<file path="src/rtl/dac_pkg.sv">
// Shared constants for the DAC sample generator slice:
// code width, pacer width, waveform mode encoding and ramp direction.
package dac_pkg;

  localparam int DAC_DATA_W = 12;
  localparam int DAC_PER_W  = 16;

  localparam logic [1:0] MODE_CONST    = 2'd0;
  localparam logic [1:0] MODE_RAMP     = 2'd1;
  localparam logic [1:0] MODE_SQUARE   = 2'd2;
  localparam logic [1:0] MODE_TRIANGLE = 2'd3;

  typedef enum logic {
    DIR_UP   = 1'b0,
    DIR_DOWN = 1'b1
  } dir_e;

endpackage

</file>
<file path="src/rtl/dac_rate_tick.sv">
// Sample pacer: counts 0..period-1 while enabled and emits a
// registered one-cycle tick each time the count wraps to zero.
module dac_rate_tick
  import dac_pkg::*;
#(
  parameter int PER_W = DAC_PER_W
) (
  input  logic             clk,
  input  logic             rst_n,
  input  logic             enable,
  input  logic [PER_W-1:0] period,
  output logic             tick
);

  logic [PER_W-1:0] cnt_q, cnt_d;
  logic [PER_W-1:0] last;
  logic             tick_q, tick_d;

  always_comb begin
    last   = (period == '0) ? '0 : period - PER_W'(1);
    cnt_d  = cnt_q;
    tick_d = 1'b0;
    if (!enable) begin
      cnt_d = '0;
    end else if (cnt_q >= last) begin
      // >= lets a shortened period wrap at once
      cnt_d  = '0;
      tick_d = 1'b1;
    end else begin
      cnt_d = cnt_q + PER_W'(1);
    end
  end

  always_ff @(posedge clk or negedge rst_n) begin
    if (!rst_n) begin
      cnt_q  <= '0;
      tick_q <= 1'b0;
    end else begin
      cnt_q  <= cnt_d;
      tick_q <= tick_d;
    end
  end

  assign tick = tick_q & enable;

endmodule

</file>
<file path="src/rtl/dac_sample_gen.sv">
// Paced waveform sample source for a DAC serializer (valid/ready out).
// Define DAC_SAMPLE_GEN_TRIANGLE_EN to give mode 3 a true triangle.
module dac_sample_gen
  import dac_pkg::*;
#(
  parameter int DATA_W = DAC_DATA_W,
  parameter int PER_W  = DAC_PER_W
) (
  input  logic              clk,
  input  logic              reset,
  input  logic              enable,
  input  logic [1:0]        mode,
  input  logic [DATA_W-1:0] step,
  input  logic [PER_W-1:0]  period,
  input  logic              clr_overrun,
  output logic [DATA_W-1:0] sample_data,
  output logic              sample_valid,
  input  logic              sample_ready,
  output logic              overrun
);

  logic              tick;
  logic              pending;
  logic              xfer;
  logic [DATA_W-1:0] data_q, data_d;
  logic [DATA_W-1:0] acc_q, acc_d;
  logic              valid_q, valid_d;
  logic              ovr_q, ovr_d;
  logic              phase_q, phase_d;
`ifdef DAC_SAMPLE_GEN_TRIANGLE_EN
  localparam logic [DATA_W-1:0] CODE_MAX = '1;
  dir_e              dir_q, dir_d;
  logic [DATA_W:0]   sum_up;
`endif

  dac_rate_tick #(
    .PER_W (PER_W)
  ) u_rate_tick (
    .clk    (clk),
    .rst_n  (reset),
    .enable (enable),
    .period (period),
    .tick   (tick)
  );

  always_comb begin
    data_d  = data_q;
    acc_d   = acc_q;
    valid_d = valid_q;
    phase_d = phase_q;
`ifdef DAC_SAMPLE_GEN_TRIANGLE_EN
    dir_d   = dir_q;
    sum_up  = {1'b0, acc_q} + {1'b0, step};
`endif
    pending = valid_q & ~sample_ready;
    xfer    = valid_q & sample_ready;
    if (tick && !pending) begin
      valid_d = 1'b1;
      unique case (mode)
        MODE_CONST: begin
          data_d = step;
        end
        MODE_RAMP: begin
          data_d = acc_q;
          acc_d  = acc_q + step;
        end
        MODE_SQUARE: begin
          phase_d = ~phase_q;
          data_d  = phase_q ? '0 : step;
        end
`ifdef DAC_SAMPLE_GEN_TRIANGLE_EN
        MODE_TRIANGLE: begin
          data_d = acc_q;
          if (dir_q == DIR_UP) begin
            if (sum_up >= {1'b0, CODE_MAX}) begin
              acc_d = CODE_MAX;
              dir_d = DIR_DOWN;
            end else begin
              acc_d = sum_up[DATA_W-1:0];
            end
          end else begin
            if (acc_q <= step) begin
              acc_d = '0;
              dir_d = DIR_UP;
            end else begin
              acc_d = acc_q - step;
            end
          end
        end
`else
        MODE_TRIANGLE: begin
          data_d = acc_q;
          acc_d  = acc_q + step;
        end
`endif
      endcase
    end else if (xfer) begin
      valid_d = 1'b0;
    end
    // a fresh overrun outranks a clear in the same cycle
    ovr_d = (ovr_q & ~clr_overrun) | (tick & pending);
  end

  always_ff @(posedge clk or negedge reset) begin
    if (!reset) begin
      data_q  <= '0;
      acc_q   <= '0;
      valid_q <= 1'b0;
      ovr_q   <= 1'b0;
      phase_q <= 1'b0;
    end else begin
      data_q  <= data_d;
      acc_q   <= acc_d;
      valid_q <= valid_d;
      ovr_q   <= ovr_d;
      phase_q <= phase_d;
    end
  end

`ifdef DAC_SAMPLE_GEN_TRIANGLE_EN
  always_ff @(posedge clk or negedge reset) begin
    if (!reset) begin
      dir_q <= DIR_UP;
    end else begin
      dir_q <= dir_d;
    end
  end
`endif

  assign sample_data  = data_q;
  assign sample_valid = valid_q;
  assign overrun      = ovr_q;

endmodule
</file>
<file path="config.mk">
export PLATFORM = sky130hd
export DESIGN_NAME = dac_sample_gen
export DESIGN_NICKNAME = d
export VERILOG_FILES = /design/src/rtl/dac_pkg.sv /design/src/rtl/dac_rate_tick.sv /design/src/rtl/dac_sample_gen.sv
export SDC_FILE = /design/constraint.sdc
export NUM_CORES = 1
export LEC_CHECK = 0
export ABC_AREA = 0
export CAP_MARGIN = 25
export CORE_MARGIN = 2
export CORE_UTILIZATION = 40
export CTS_BUF_LIST = sky130_fd_sc_hd__clkbuf_16
export DETAILED_ROUTE_END_ITERATION = 8
export SLEW_MARGIN = 20
export SYNTH_ARGS = -nofsm -noshare
export SYNTH_HDL_FRONTEND = slang
export SYNTH_SLANG_ARGS = --single-unit
</file>
<file path="constraint.sdc">
create_clock -name clk -period 2.8 [get_ports clk]
set_input_delay 0.84 -clock clk [delete_from_list [all_inputs] [get_ports clk]]
set_output_delay 0.84 -clock clk [all_outputs]
set_load 0.01 [all_outputs]
</file>
* Yosys cells after proc, flatten, opt, wreduce, memory -nomap -nowiden *
Cells that the tools add are included.

storage, ports and cells
  memories = 0
  flip-flop bits (word level) = 44
  logic and storage cells = 40
  bits in read-only memories = 0
  input bits = 35
  output and inout port bits = 14
  latch bits = 0
  memory bits (writable) = 0

cells by class
  add/sub/neg operators = 3
  mux-type cells = 9
  shift operators = 0
  bitwise operators = 9
  div/mod/pow operators = 0
  multipliers = 0
  order comparisons = 1
  reductions and logical operators = 8
  equality and inequality tests = 3

operators with widths
  kind                                                 count
  two-way mux 16 bit                                   3
  case mux 12 bit (3 select lines)                     1
  adder 16 x 1 -> 16 bit, second input constant        1
  >= comparator 16 bit                                 1
  logical NOT 16 bit                                   1
  subtractor 16 x 1 -> 16 bit, second input constant   1
  adder 12 bit                                         1
  two-way mux 12 bit                                   1
  bitwise AND 1 bit                                    5
  equality test 2 bit, second input constant           2
  two-way mux 1 bit                                    4
  AND reduction 2 bit                                  2
  inverter 1 bit                                       3
  equality test 2 x 1 -> 1 bit, second input constant  1
  logical NOT 2 bit                                    1
  nonzero test 2 bit                                   1
  OR reduction 2 bit                                   1
  logical AND 1 bit                                    1
  logical NOT 1 bit                                    1
  bitwise OR 1 bit                                     1

* Longest topological paths before layout *
Gate-level depths: netlist of run 1.

  depth in word-level cells = 5
  mapped depth = 14

* Hierarchy *
Synthesis of run 1 repeated with hierarchy kept, for this count alone.

second synthesis, totals
  cells, all modules = 348
  area total of the unflattened synthesis = 3,191.8 µm²

by module, submodules not included
  module          times used  area each (µm²)  seq. area each (µm²)  cells each
  dac_sample_gen  1           1,629.1          675.6                 171
  dac_rate_tick   1           1,562.7          425.4                 177

* Worst setup path before layout of run 1 *
No wires, ideal clock.

  path type = input -> register
  start point = input period[5]
  end point = register u_rate_tick.cnt_q[11]
  data arrival time = 3.555 ns
  library setup time = 0.123 ns
  buffers on the path = 1
  data required time = 2.677 ns
  stages = 11
  slack = -0.878 ns
  cell sequence = or4_4 > nor4_4 > nand4_1 > nor3_1 > a21oi_1 > ha_1 > nand4_1 > or4_1 > o211ai_2 > buf_2 > nor3b_1

between the ends
  longest elaborated chain between the ends = 5
  elaborated cells on any way between the ends = 6
  those cells by class = 1 x add/sub; 1 x order compare; 3 x mux; 1 x reduce/logical

RTL lines
  what                                                                      line                  text
  from (decl)                                                               dac_sample_gen.sv:14  input logic [PER_W-1:0] period,
  subtractor 16 x 1 -> 16 bit / logical NOT 16 bit (equally long branches)  dac_rate_tick.sv:20   last = (period == '0) ? '0 : period - PER_W'(1);
  two-way mux 16 bit (*)                                                    dac_rate_tick.sv:20
  >= comparator 16 bit (*)                                                  dac_rate_tick.sv:25   end else if (cnt_q >= last) begin
  two-way mux 16 bit (*)                                                    dac_rate_tick.sv:25
  two-way mux 16 bit (*)                                                    dac_rate_tick.sv:23   if (!enable) begin
  via u_rate_tick.cnt_d[11]                                                 dac_rate_tick.sv:15   logic [PER_W-1:0] cnt_q, cnt_d;
  to (signal assigned)                                                      dac_rate_tick.sv:39   cnt_q <= cnt_d;
  to (decl)                                                                 dac_rate_tick.sv:15

Mark *: on every way through the listed nets, which the timed path passes. The rest lies on a longest branch.
A chain may end at the register's enable or synchronous reset.

* Worst setup path in the final report of run 1 *
  start point = input period[2]
  end point = register u_rate_tick.tick_q

between the ends
  longest elaborated chain between the ends = 5
  elaborated cells on any way between the ends = 6
  those cells by class = 1 x add/sub; 1 x order compare; 3 x mux; 1 x reduce/logical

RTL lines
  what                                                                      line                 text
  subtractor 16 x 1 -> 16 bit / logical NOT 16 bit (equally long branches)  dac_rate_tick.sv:20
  two-way mux 16 bit (*)                                                    dac_rate_tick.sv:20
  >= comparator 16 bit (*)                                                  dac_rate_tick.sv:25
  two-way mux 1 bit (*)                                                     dac_rate_tick.sv:25
  two-way mux 1 bit (*)                                                     dac_rate_tick.sv:23
  via u_rate_tick.tick_d                                                    dac_rate_tick.sv:17  logic tick_q, tick_d;
  to (signal assigned)                                                      dac_rate_tick.sv:40  tick_q <= tick_d;
  to (decl)                                                                 dac_rate_tick.sv:17

Marks and branches as above.

==> results of run 1 <==
[cells by family after synthesis]
group	Yosys count	synth area share (%)
AO/OA/AOI/OAI	69	15.2
AND/OR/NAND/NOR	156	25.3
flip-flops	44	35.1
XOR/XNOR	31	8.66
buffers and inverters	25	3.15
adder cells (fa/ha/maj)	31	12.6
[metal layers]
layer / wire (microns) / vias to the layer above / track usage (%) / share of wire, %
met5: 0 / - / 0 / 0
met4: 44 / 0 / 6.34 / 0.55
met3: 196 / 4 / 1.95 / 2.5
met2: 4180 / 43 / 36.7 / 52
met1: 3560 / 1408 / 23.5 / 45
li1: - / 1495 / - / -
[worst paths after layout]
kind / slack, ps / endpoint / from
worst max-delay path: -840 / u_rate_tick.tick_q / period[2]
worst min-delay path: 460 / acc_q[4] / reset
worst max register to register: 700 / u_rate_tick.tick_q / u_rate_tick.cnt_q[11]
worst min register to register: 490 / phase_q / phase_q
max in group asynchronous: 1780 / sample_data[10] / reset
min in group clk: 490 / phase_q / phase_q
[per-stage QoR]
stage	worst slack [ps]	TNS, ps	utilization (%)	cells	hold WS, ps
after global placement	-1380	-23840	54.2	552	456
final	-845	-13470	59.5	570	462
after global routing	-958	-15450	59.5	570	488
after detailed placement	-1500	-25550	54.2	552	467
after floorplan	-845	-13500	-	356	442
after CTS	-759	-12570	58.9	569	470
[power by group]
| group | internal, mW | switching, mW |
|---|---|---|
| logic | 0.162 | 0.136 |
| clock network | 0.416 | 0.231 |
| registers | 0.653 | 0.0147 |
[worst max-delay path, delay by kind of cell]
family,cells,cell delay (ps)
fa+ha+maj,1,290
xor+xnor,1,130
buf+inv,5,660
compound gates,1,220
simple gates,7,1720
[cell usage in the layout (no fill, tap or decap), types with 3 or more instances in the layout]
cell type,synthesis,final
and4_1,3,3
clkdlybuf4s50_1,0,39
dfrtp_1,44,44
nor2_1,28,22
o21ai_2,1,3
nand2_1,59,58
a21o_1,4,4
nand4_1,9,9
nor3b_2,0,9
nor2_2,0,3
buf_6,0,4
buf_2,4,5
a21oi_1,21,20
a221o_1,9,9
and3_1,4,4
nand2b_1,7,6
a222oi_1,4,4
nor3_2,0,4
clkbuf_16,0,5
xnor2_1,12,12
ha_1,30,25
nor3_1,11,7
buf_4,0,62
ha_4,0,3
nor2_4,0,3
o21ai_0,14,12
o21a_1,3,3
nand3_1,9,9
xor2_1,19,19
inv_1,14,15
[registers in the layout (all words and copies together) (netlist names)]
| register | flops |
|---|---|
| acc_q | 12 |
| u_rate_tick.cnt_q | 16 |
| sample_data | 12 |
| overrun | 1 |
| phase_q | 1 |
| u_rate_tick.tick_q | 1 |
| sample_valid | 1 |
[repair_timing]
item                                   CTS  global route
setup endpoints to repair               18            19
endpoints found under the hold margin    0             0
gates resized for setup                 52            19
pin swaps                               24             9
cloned                                   2             0
setup buffers                            7             2
[cell type report]
type                    count  area share (%)
clock buffers               5            2.75
clock inverters             3           0.852
inverters                  14            1.15
multi-input cells         287            46.4
flip-flops and latches     44            24.2
well taps                 102            2.80
repair buffers            115            21.9
==> impl_results.md, run 1 <==
- Outcome: complete, but fails checks
- Failing checks: negative setup slack
- FF-to-FF path depth: 7
- Number of CTS-inserted buffers: 5
- Yosys top cell by area: dfrtp_1
- Routability cong.: between 0.8 and 0.9
- Syn Nets: ~420
- YS warnings: 0
- Critical-path cell list: buf_6 -> or4_4 -> nor4_4 -> buf_4 -> buf_4 -> nand2_2 -> xnor2_1 -> nand2_1 -> ha_4 -> nand4_1 -> or4_1 -> o211ai_2 -> buf_6 -> buf_12 -> and2_4
- Hold_buf cts: 0
- Routed Antenna Nets: 0
- Maximum vdd drop: 0.211 mV
- Worst Skew: roughly 6.0 ps
- RSZ-0062 raised after global routing: true
- Total wire length: 7980 microns
- Final Max Tran Viols: 0
- PwrDens: 354 nW/um^2
- Synthesized instance count: about 360
- Tcrit/Tclk final: 130%
- CTS tree: built
- Register bit total from synthesis: 44
- Row count: 32
- Width of the chip: 92.5 microns
- Leakage: ~2.1 nW
- Average cell area after synthesis: just under 9 sq um
- CTS HTree Levels: 2
- Worst hold path class: in -> async
- Flip-flop and latch area: 1100 sq um
- Worst-Margin Slew: 615 ps
- Slowest stage delay, CP: 550 ps
- Placed Area: 4150 sq um
- Most frequent cell after synthesis: nand2_1
- Post-synth EDFFs: 0
- Die H: 92.5 microns
- Setup Viol. Count Final: 17
- CP max FO: 5
- Most frequent cells after synthesis: nand2_1, dfrtp_1, ha_1
- Total core area: 7650 sq um
- Post-synth cell types: 47
- MaxCap Viol Count: 0
- Crit Path Category: in -> reg
- Total power: 1.61 mW
- Clock tree sinks: 44
- Share of cells above drive strength 1: between 20% and 30%
- CTS root buf: clkbuf_16
- Wirelength per Cell: 14.0 microns
- Async SR Flop Fraction: 100%
- Crit path max-delay cell type: or4_4
- Ant diodes: 0
- Starting Density: 41.0%
- Fin crit period: 3640 ps
- Final hold vios: 0
- Synth top area cells: dfrtp_1, ha_1, nand2_1, xor2_1, a21oi_1
- Ports: 49
- Die area: 8560 sq um
- DRC viols: 0
- Critical Path Sink Type: flip-flop
- Initial DRC count: 96
- Gr ovfl total: 0
- Ys flop type: dfrtp_1
- Vias per cell: 5.18
- Worst skew pair latency: 280 ps
- Initial antenna violation count: 0
- Area grow syn2layout: 45.2%
- Max_slew headroom: 58.7%
- DR pass1 iterations: 4
- Required @ worst endpoint: 3020 ps
- NumNets Final: 533
- Startpoint types: input port
- Sequential-to-total area share from yosys stat: 35.1%
- # fillers: 689
- Largest net degree at the start of global routing: 19
- Number of global-route vias before repair: just over 3000
- Clock slew at reported path FFs: 60 ps
- Port bufs: 48
- Critical Path AT: 3870 ps
- Multi-input gate area in the final layout: approximately 2100 sq um
- Post-DP HPWL: just under 6000 microns
- Post-route cell area: roughly 4600 sq um
- Vias: 2950
- F_max: ~0.27 GHz
- Post-synth top area share: 35.1%
- Mapped Area: between 3000 and 4000 sq um
- Fin worst setup slack: -845 ps
- Max Root-Sink Buffers: 2
- Total GRT Usage: about 20%
- First-pass GRT wire length: 13700 microns
(Power assumes the default switching activity.)
==> inputs of run 2 (changes only) <==
--- a/config.mk
+++ b/config.mk
@@ -13,2 +13,3 @@
 export DETAILED_ROUTE_END_ITERATION = 8
+export REMOVE_ABC_BUFFERS = 1
 export SLEW_MARGIN = 20
--- a/constraint.sdc
+++ b/constraint.sdc
@@ -3,2 +3,2 @@
 set_output_delay 0.84 -clock clk [all_outputs]
-set_load 0.01 [all_outputs]
+set_load 0.05 [all_outputs]
==> run 2 against run 1 <==
Against the previous run:
- the flow still finishes with violations (negative setup slack)
- global-route usage down 0.35 points
- clock-buffer cell count unchanged
- core utilization up 0.69 points
- die area unchanged
- non-clock buffer count unchanged
- fmax down 0.18%
- total power up 1.4%
- via count down 0.37%
- largest power group unchanged
==> impl_results.md, run 2 (same netlist as run 1, synthesis figures left out) <==
- Initial antenna violation count: 0
- MaxCap Viol Count: 0
- Hold_buf cts: 0
- Max Root-Sink Buffers: 2
- Max reg flops: 16
- Maximum vdd drop: 0.300 mV
- Setup Viol. Count Final: 17
- Critical Path Sink Type: flip-flop
- Required @ worst endpoint: ~3000 ps
- Outcome: complete, but fails checks
- Row count: 32
- M3 GR Usage: 2.28%
- Routed Antenna Nets: 0
- Number of CTS-inserted buffers: 5
- Setup TNS: -13710 ps
- Starting Density: 41.0%
- Critical Path AT: a little under 4000 ps
- Number of global-route vias before repair: 2991
- DRC viols: 0
- Vias: ~2900
- Fin worst setup slack: -851 ps
- Met2 usage: 35.2%
- Failing checks: negative setup slack
- GRT busiest layer: met2
- Die area: around 8600 sq um
- Most common cell after layout, fill and taps aside: buf_4
- Area grow syn2layout: 46.9%
- Ports: 49
- Leakage: 2.12 nW
- CP max FO: 5
- Startpoint types: input port
- Vias per cell: 5.16
- Total GRT Usage: 19.3%
- Port bufs: 48
- Width of the chip: 92.5 microns
- Most frequent cells in the layout: buf_4, nand2_1, dfrtp_1
- Final hold vios: 0
- # fillers: 651
- Final Max Tran Viols: 0
- Worst hold path class: reg -> reg
- Gr ovfl total: 0
- Largest net degree at the start of global routing: 45
- CTS root buf: clkbuf_16
- Placement-stage worst setup slack: -1460 ps
- Crit Path Category: in -> reg
- Clock slew at reported path FFs: roughly 60 ps
- CTS HTree Levels: 2
- Biggest register: u_rate_tick.cnt_q
- Routability cong.: around 0.80
- Fin crit period: around 3700 ps
- Die H: ~90 microns
- Initial DRC count: approximately 130
- Ant diodes: 0
- NumNets Final: about 530
- F_max: between 0.2 and 0.3 GHz
- PwrDens: 355 nW/um^2
- Worst Skew: 6.18 ps
- Worst-Margin Slew: 597 ps
- DR pass1 iterations: 4
- Worst skew pair latency: between 200 and 300 ps
- Post-DP HPWL: roughly 5600 microns
- GR Util met1: 24.4%
- RSZ-0062 raised after global routing: true
- First-pass GRT wire length: 13600 microns
- CTS tree: built
- Total wire length: 7880 microns
- Clock tree sinks: 44
- Share of cells above drive strength 1: between 20% and 30%
- Max_slew headroom: 59.9%
- Total core area: 7650 sq um
- Tcrit/Tclk final: 130%
- Wirelength per Cell: 13.8 microns
[run 2: layout make-up]
cell class	count	area (sq um)	area share (%)
clock buffer	5	125	2.72
clock inverter	3	38.8	0.842
inverter	14	52.6	1.14
multi-input combinational	287	2130	46.2
sequential	44	1100	23.9
tap	102	128	2.77
timing repair buffer	115	1030	22.4
[run 2: worst max-delay path, stage by stage]
cell and delay [ps]:
buf_6 90, or4_4 560, buf_6 150, nor3_4 120, buf_6 140, nand3b_1 110
xnor2_1 180, nand2_1 120, ha_4 280, nand4_1 110, or4_4 570, o211ai_4 220
buf_12 150, buf_12 110, and2_4 130
[run 2: through the flow]
stage                     utilization [%]  hold WS (ps)  instance area [sq um]  instances  power (mW)
after global routing                 60.2           513                   4610        570        1.71
after floorplan                         -           442                   3090        345       0.817
final                                60.2           490                   4610        570        1.63
after CTS                            58.9           484                   4500        568        1.64
after detailed placement             53.9           467                   4130        551       0.984
after global placement               53.9           458                   4130        551       0.979
[run 2: what timing repair did]
item,in CTS,in global routing
cloned,2,0
pin swaps,22,23
setup endpoints to repair,18,17
setup buffers,7,3
resized for setup,45,20
[run 2: power by group]
part           switching, mW  total [mW]  leakage (nW)  internal [mW]
Clock                  0.233       0.649        0.0850          0.416
Sequential            0.0144       0.667         0.603          0.653
Combinational          0.157       0.318          1.43          0.161
Total                  0.405        1.63          2.12           1.23
[run 2: metal layers]
metal  vias to the layer above  share of wire [%]
met3                         6                2.8
met5                         -                  0
met1                      1387                 45
met2                        43                 52
met4                         0               0.62
li1                       1503                  -
[run 2: worst paths after layout]
kind | from | end | depth (start not counted) | slack (ps)
max | period[4] | u_rate_tick.tick_q | 15 | -850
min | phase_q | phase_q | 1 | 490
max reg2reg | acc_q[0] | acc_q[8] | 8 | 690
min reg2reg | phase_q | phase_q | 1 | 490
max in group asynchronous | reset | sample_data[2] | 2 | 1780
min in group asynchronous | reset | acc_q[11] | 2 | 630
==> inputs of run 3 (changes only) <==
--- a/config.mk
+++ b/config.mk
@@ -10,5 +10,5 @@
 export CORE_MARGIN = 2
-export CORE_UTILIZATION = 40
-export CTS_BUF_LIST = sky130_fd_sc_hd__clkbuf_16
+export CORE_UTILIZATION = 54
 export DETAILED_ROUTE_END_ITERATION = 8
+export PLACE_DENSITY = 0.8
 export REMOVE_ABC_BUFFERS = 1
--- a/constraint.sdc
+++ b/constraint.sdc
@@ -3,2 +3,2 @@
 set_output_delay 0.84 -clock clk [all_outputs]
-set_load 0.05 [all_outputs]
+set_load 0.01 [all_outputs]
==> run 3 against run 2 <==
Against the previous run:
- the flow still finishes with violations (negative setup slack)
- worst setup slack better by 110 ps
- critical path depth unchanged
- die area down 25%
- sequential cell count unchanged
- clock power fell by 39%
- sequential power barely moved
- via count up 9.2%
- largest cell class unchanged
==> impl_results.md, run 3 (same netlist as run 1, synthesis figures left out) <==
- Max reg flops: 16
- Worst hold path class: in -> async
- CP most frequent cell: buf_6
- F_max: 0.283 GHz
- Worst Path Buf+Inv: 5
- CTS tree: built
- PwrDens: 307 nW/um^2
- Total power: 1.38 mW
- Placement-stage worst setup slack: -1400 ps
- Ant diodes: 0
- Number of global-route vias before repair: 3214
- Vias per cell: 5.96
- Crit path max-delay cell type: or4_4
- Failing checks: negative setup slack
- CTS root buf: clkbuf_8
- Final hold vios: 0
- Startpoint types: input port
- First-pass GRT wire length: 14000 microns
- Leakage: 2.09 nW
- Critical-path cell list: buf_6 -> or4_4 -> buf_6 -> nor3_4 -> buf_6 -> nand3_1 -> nor3_2 -> a21oi_1 -> ha_1 -> nand4_1 -> or4_4 -> o211ai_4 -> buf_6 -> buf_8 -> and2_4
- Setup Viol. Count Final: 17
- Area grow syn2layout: 42.7%
- RSZ-0062 raised after global routing: true
- Most frequent cells in the layout: nand2_1, buf_4, dfrtp_1
- Setup crit start: period[3]
- Max_slew headroom: 52.2%
- Gr ovfl total: 0
- Die H: 80.2 microns
- Initial DRC count: 172
- Total wire length: 9140 microns
- CP Depth: 15
- Crit Path Category: in -> reg
- Final Max Tran Viols: 0
- Total core area: 5570 sq um
- DRC viols: 0
- Total GRT Usage: 27.9%
- Slowest stage delay, CP: 560 ps
- Worst Skew: ~14 ps
- Clock slew at reported path FFs: approximately 90 ps
- Fin crit period: approximately 3500 ps
- Share of cells above drive strength 1: roughly 25%
- Biggest register: u_rate_tick.cnt_q
- Fin worst setup slack: -737 ps
- Number of CTS-inserted buffers: 5
- Post-DP HPWL: 6110 microns
- Clock tree sinks: 44
- FF-to-FF path depth: 8
- NumNets Final: 531
- Required @ worst endpoint: 3060 ps
- Critical Path AT: 3790 ps
- Routed Antenna Nets: 0
- Placed Area: 4070 sq um
- MaxCap Viol Count: 0
- Worst skew pair latency: slightly above 300 ps
- CP max FO: 5
- Ports: 49
- Max Root-Sink Buffers: 2
- CTS HTree Levels: 2
- Non-Filler Instances: 538
- Post-route cell area: 4470 sq um
- Die area: about 6400 sq um
- Wirelength per Cell: between 15 and 20 microns
- Starting Density: between 50% and 60%
- Width of the chip: 80.2 microns
- Setup TNS: -11920 ps
- Critical Path Sink Type: flip-flop
- Row count: 27
- Tcrit/Tclk final: 126%
- Maximum vdd drop: between 0.3 and 0.4 mV
- # placed instances: between 500 and 600
- Routability cong.: ~0.9
- Most common cell after layout, fill and taps aside: nand2_1
- Port bufs: 48
- Outcome: complete, but fails checks
- R2r startpoint: acc_q[0]
- DR pass1 iterations: 5
- Largest net degree at the start of global routing: 18
- Top Family by Delay on Critical Path: simple AND/OR/NAND/NOR gates
- Worst-Margin Slew: 711 ps
- # fillers: 334
- Vias: 3209
- Initial antenna violation count: 0
run 3: metrics by stage:
step / hold slack [ps] / util [%]
global placement: 462 / 73.1
floorplan: 442 / -
CTS: 423 / 79.0
finish: 423 / 80.2
detailed placement: 481 / 73.1
global route: 448 / 80.2
run 3: report_power, final:
part | internal (mW) | total (mW) | switching [mW]
combinational | 0.161 | 0.308 | 0.147
sequential | 0.652 | 0.668 | 0.0158
clock | 0.174 | 0.399 | 0.225
run 3: path summary, 6_finish.rpt:
check                                         to  slack [ps]
max                           u_rate_tick.tick_q        -740
min                                     acc_q[3]         420
max reg2reg                             acc_q[8]         690
min reg2reg                       sample_data[7]         500
max in group asynchronous  u_rate_tick.cnt_q[11]        1820
min in group clk                  sample_data[7]         500
run 3: cell type report:
type | instances | area [sq um] | share of cell area (%)
Clock buffer | 5 | 68.8 | 1.54
Clock inverter | 3 | 18.8 | 0.420
Inverter | 14 | 52.6 | 1.17
Multi-Input combinational cell | 287 | 2140 | 47.9
Sequential cell | 44 | 1100 | 24.6
Tap cell | 72 | 90.1 | 2.01
Timing Repair Buffer | 113 | 1000 | 22.4
run 3: routing by layer:
layer	track usage [%]	vias to the layer above	share of wire [%]	wire, microns
li1	-	1500	-	-
met1	30.1	1566	38	3520
met2	53.5	114	54	4900
met3	3.93	29	4.6	418
met4	11.7	0	3.3	299
met5	0	-	0	0
run 3: timing repair:
action                                  in CTS  in global routing
endpoints found under the setup margin      17                 18
hold buffers                                 0                  0
pin swaps                                   24                 26
gates resized for setup                     43                 29
setup buffers                                9                  3
gates cloned                                 2                  0
